`src/rtl/rv64_pkg.sv`:
```
// Shared rename-stage sizing: lane count, register index widths and free-list geometry.
package rv64_pkg;
  localparam int unsigned DECODE_NUM = 4;
  localparam int unsigned AREG       = 5;
  localparam int unsigned PREG       = 6;
  localparam int unsigned FL_DEPTH   = 2**PREG - 2**AREG;
  localparam int unsigned FL_PTR_W   = $clog2(FL_DEPTH) + 1;

  typedef logic [PREG-1:0] preg_t;
endpackage

```
`src/rtl/lane_prefix_cnt.sv`:
```
// Per-lane exclusive prefix popcount of a lane mask, plus the total set-bit count.
module lane_prefix_cnt #(
  parameter int unsigned N  = 4,
  parameter int unsigned CW = $clog2(N) + 1
) (
  input  logic [N-1:0]  mask_i,
  output logic [CW-1:0] pre_o [N],
  output logic [CW-1:0] total_o
);
  logic [CW-1:0] acc;

  always_comb begin
    acc = '0;
    for (int unsigned i = 0; i < N; i++) begin
      pre_o[i] = acc;
      acc      = acc + CW'(mask_i[i]);
    end
    total_o = acc;
  end
endmodule

```
`src/rtl/free_list.sv`:
```
// Physical-register free list: multi-lane allocate/release with a committed head
// pointer so a flush restores every speculatively allocated preg in one cycle.
module free_list #(
  parameter int unsigned DECODE_NUM = rv64_pkg::DECODE_NUM,
  parameter int unsigned AREG       = rv64_pkg::AREG,
  parameter int unsigned PREG       = rv64_pkg::PREG,
  parameter int unsigned DEPTH      = 2**PREG - 2**AREG
) (
  input  logic                       clk,
  input  logic                       rst,
  input  logic [DECODE_NUM-1:0]      alloc_req,
  output logic                       alloc_ready,
  output logic [DECODE_NUM*PREG-1:0] alloc_preg,
  input  logic [DECODE_NUM-1:0]      rel_valid,
  input  logic [DECODE_NUM*PREG-1:0] rel_preg,
  input  logic [DECODE_NUM-1:0]      commit_alloc,
  input  logic                       flush,
  output logic [$clog2(DEPTH):0]     free_cnt
);
  localparam int unsigned IDX_W = $clog2(DEPTH);
  localparam int unsigned PTR_W = IDX_W + 1;
  localparam int unsigned CW    = $clog2(DECODE_NUM) + 1;

  logic [PREG-1:0]  fl_q [DEPTH];
  logic [PTR_W-1:0] head_q, head_d, tail_q, tail_d, chead_q, chead_d;

  logic [CW-1:0]    req_pre [DECODE_NUM];
  logic [CW-1:0]    rel_pre [DECODE_NUM];
  logic [CW-1:0]    cmt_pre [DECODE_NUM];
  logic [CW-1:0]    req_tot, rel_tot, cmt_tot;
  logic [IDX_W-1:0] rd_idx [DECODE_NUM];
  logic [IDX_W-1:0] wr_idx [DECODE_NUM];
  logic             fire;

  lane_prefix_cnt #(.N(DECODE_NUM), .CW(CW)) u_req_cnt (
    .mask_i (alloc_req), .pre_o (req_pre), .total_o (req_tot)
  );
  lane_prefix_cnt #(.N(DECODE_NUM), .CW(CW)) u_rel_cnt (
    .mask_i (rel_valid), .pre_o (rel_pre), .total_o (rel_tot)
  );
  lane_prefix_cnt #(.N(DECODE_NUM), .CW(CW)) u_cmt_cnt (
    .mask_i (commit_alloc), .pre_o (cmt_pre), .total_o (cmt_tot)
  );

  always_comb begin
    alloc_preg  = '0;
    free_cnt    = tail_q - head_q;
    alloc_ready = !flush && (free_cnt >= PTR_W'(req_tot));
    fire        = alloc_ready && (|alloc_req);
    for (int unsigned i = 0; i < DECODE_NUM; i++) begin
      rd_idx[i] = IDX_W'(head_q + PTR_W'(req_pre[i]));
      wr_idx[i] = IDX_W'(tail_q + PTR_W'(rel_pre[i]));
      alloc_preg[i*PREG +: PREG] = fl_q[rd_idx[i]];
    end

    // Flush rewinds to the committed head, including commits landing this same cycle.
    head_d = head_q;
    if (flush)
      head_d = chead_q + PTR_W'(cmt_tot);
    else if (fire)
      head_d = head_q + PTR_W'(req_tot);

    tail_d  = tail_q + PTR_W'(rel_tot);
    chead_d = chead_q + PTR_W'(cmt_tot);
  end

  always_ff @(posedge clk or posedge rst) begin
    if (rst) begin
      head_q  <= '0;
      chead_q <= '0;
      tail_q  <= {1'b1, {IDX_W{1'b0}}};
      for (int unsigned i = 0; i < DEPTH; i++)
        fl_q[i] <= PREG'(2**AREG + i);
    end else begin
      head_q  <= head_d;
      tail_q  <= tail_d;
      chead_q <= chead_d;
      for (int unsigned i = 0; i < DECODE_NUM; i++)
        if (rel_valid[i])
          fl_q[wr_idx[i]] <= rel_preg[i*PREG +: PREG];
    end
  end

  logic [PTR_W:0] cnt_after_rel;
  logic           rel_x0;

  always_comb begin
    cnt_after_rel = {1'b0, free_cnt} + (PTR_W+1)'(rel_tot);
    rel_x0        = 1'b0;
    for (int unsigned i = 0; i < DECODE_NUM; i++)
      if (rel_valid[i] && (rel_preg[i*PREG +: PREG] == '0))
        rel_x0 = 1'b1;
  end

  a_no_overflow: assert property (@(posedge clk) disable iff (rst)
    cnt_after_rel <= (PTR_W+1)'(DEPTH));
  a_chead_behind_head: assert property (@(posedge clk) disable iff (rst)
    (PTR_W'(head_q - chead_q)) >= PTR_W'(cmt_tot));
  a_no_x0_release: assert property (@(posedge clk) disable iff (rst) !rel_x0);
endmodule
```
`config.mk`:
```
export PLATFORM = sky130hd
export DESIGN_NAME = free_list
export DESIGN_NICKNAME = d
export VERILOG_FILES = /design/src/rtl/rv64_pkg.sv /design/src/rtl/lane_prefix_cnt.sv /design/src/rtl/free_list.sv
export SDC_FILE = /design/constraint.sdc
export NUM_CORES = 1
export LEC_CHECK = 0
export CORE_ASPECT_RATIO = 1.2
export CORE_MARGIN = 4
export CORE_UTILIZATION = 58
export DETAILED_ROUTE_END_ITERATION = 6
export PLACE_DENSITY = 0.79
export SETUP_SLACK_MARGIN = 0.1
export SYNTH_ARGS = -nofsm -noshare
export SYNTH_HDL_FRONTEND = slang
export SYNTH_HIERARCHICAL = 1
export SYNTH_SLANG_ARGS = --single-unit
```
`constraint.sdc`:
```
create_clock -name clk -period 7.36 [get_ports clk]
set_input_delay 1.472 -clock clk [delete_from_list [all_inputs] [get_ports clk]]
set_output_delay 1.472 -clock clk [all_outputs]
set_load 0.01 [all_outputs]
```
==> flow_metrics.env <==
export IMPL_outcome="finished, violations left"
export IMPL_violations="DRC"
export IMPL_rsz0062_at_grt="no"
export IMPL_max_cap_violations=0
export IMPL_totalWireLength_mm=104
export IMPL_end_kind="output pin"
export IMPL_critical_path_class="in2out"
export IMPL_final_common_cell="mux4_2"
export IMPL_die_h_um=220
export IMPL_power_density_nw_per_um2=679
export IMPL_overflow=0
export IMPL_initial_utilization=0.589
export IMPL_cts_buffers=27
export IMPL_die_x_um=185
export IMPL_drc_errors=5
export IMPL_coreArea_um2=36900
export IMPL_hold_viol_final=0
export IMPL_tightest_slew_ns=1.42
export IMPL_crit_fanout=21
export IMPL_cts_max_path_buffers=3
export IMPL_postCtsHoldBufs=0
export IMPL_vias=21200
export IMPL_dpl_hpwl_mm=72.9
export IMPL_setup_viol=0
export IMPL_first_pass_iters=7
export IMPL_grt_max_degree=113
export IMPL_rows=77
export IMPL_grt_pass1_wl_mm=148
export IMPL_final_cell_mix="mux4_2 (240), nand2_1 (191), mux2i_1 (171)"
export IMPL_final_antenna_net_count=0
export IMPL_clkLatencyLatePin_ns=0.58
export IMPL_drive_above_1_share=0.287
export IMPL_fin_setup_tns_ns=0
export IMPL_peakVddDrop_mv=0.592
export IMPL_fin_worst_skew_ns=0.0186
export IMPL_cts_sinks=210
export IMPL_required_ns=5.89
export IMPL_worstPathArrival_ns=5.61
export IMPL_syn_area_per_cell_um2=10.7
export IMPL_min_period_ns=7.08
export IMPL_avgViaCountPerCell=8.42
export IMPL_syn_instance_count=2026
export IMPL_critPathLaunchType="input pin"
export IMPL_setup_slack_ns=0.275
export IMPL_multiInputGateArea_um2=15400
export IMPL_ios=70
export IMPL_clock_root_buffer="clkbuf_16"
export IMPL_fmax_mhz=141
export IMPL_slew_violations=0
export IMPL_grt_total_usage=0.510
export IMPL_antenna_found_initial=7
export IMPL_slew_headroom=0.0495
export IMPL_clk_pin_slew_ns=0.06
export IMPL_yosysWarnings=6
export IMPL_port_buffer_count=69
export IMPL_gp_congestion=1.10
export IMPL_fillers=2874
export IMPL_routedWlPerCell_um=41.4
export IMPL_nets=2129
export IMPL_grt_pass1_vias=20700
export IMPL_cts_htree_levels=1
export IMPL_seq_area_um2=5400
export IMPL_hold_path_class="reg2reg"
export IMPL_cts_tree="done"
export IMPL_synth_area_um2=21700
export IMPL_drtIter0Drc=3530
export IMPL_pre_cts_ws_ns=0.173
export IMPL_postLayoutCoreUtil=0.649
export IMPL_syn_to_final_growth_pct=10.3
export IMPL_post_route_period_util=0.963
export IMPL_p_leak_nw=9.03
export IMPL_die_area_um2=40600
-- report_power, final --
group,internal [W],switching (W)
Combinational,0.00558,0.00599
Clock,0.000839,0.000585
Sequential,0.00197,0.00131
-- stage by stage --
stage          power [W]  hold WS (ns)  instance area, µm²  std cells
2_1_floorplan    0.00991         0.436               21800       2036
3_3_place_gp      0.0140         0.447               23000       2464
3_5_place_dp      0.0142         0.453               23000       2464
4_1_cts           0.0157         0.462               23900       2514
5_1_grt           0.0167         0.466               23900       2517
6_report          0.0163         0.460               24000       2523
-- worst max-delay path, cell delays in order --
cell,delay [ns]
clkdlybuf4s50_1,0.59
inv_1,0.12
fa_1,0.55
inv_1,0.10
ha_4,0.18
fa_2,0.57
buf_12,0.17
buf_12,0.19
mux4_2,0.31
mux4_2,0.51
mux2_2,0.33
clkdlybuf4s50_1,0.51
-- routing by layer --
metal,part of all wire,track usage,up-vias
met2,0.41,0.719,2226
met4,0.11,0.378,10
li1,-,-,8081
met3,0.17,0.224,721
met1,0.31,0.614,10200
met5,0.00096,0.0125,-
-- layout make-up --
class / count / area share
clock inverters: 13 / 0.00647
well taps: 474 / 0.0247
diodes: 8 / 0.000835
flip-flops and latches: 210 / 0.225
inverters: 59 / 0.00956
multi-input cells: 1578 / 0.644
clock buffers: 37 / 0.0323
repair buffers: 144 / 0.0565
-- timing repair --
action                                  CTS  global route
hold endpoints to repair                  0             0
gates resized for setup                   0             0
buffers inserted                          0             1
endpoints found under the setup margin    0             3
-- final timing paths --
path,from,to,slack (ns),cells after the start
max in group asynchronous,rst,tail_q[0],4.85,3
min in group asynchronous,rst,fl_q[54],1.42,2
hold / removal,chead_q[5],chead_q[5],0.46,1
hold reg to reg,chead_q[5],chead_q[5],0.46,1
setup reg to reg,tail_q[2],fl_q[54],3.26,7
setup / recovery,alloc_req[0],alloc_preg[20],0.28,12
-- state kept, by name, summed over array words and instances, names as in the netlist --
| register | count |
|---|---|
| chead_q | 6 |
| fl_q | 192 |
| head_q | 6 |
| tail_q | 6 |
Power figures use the tool's default switching activity.
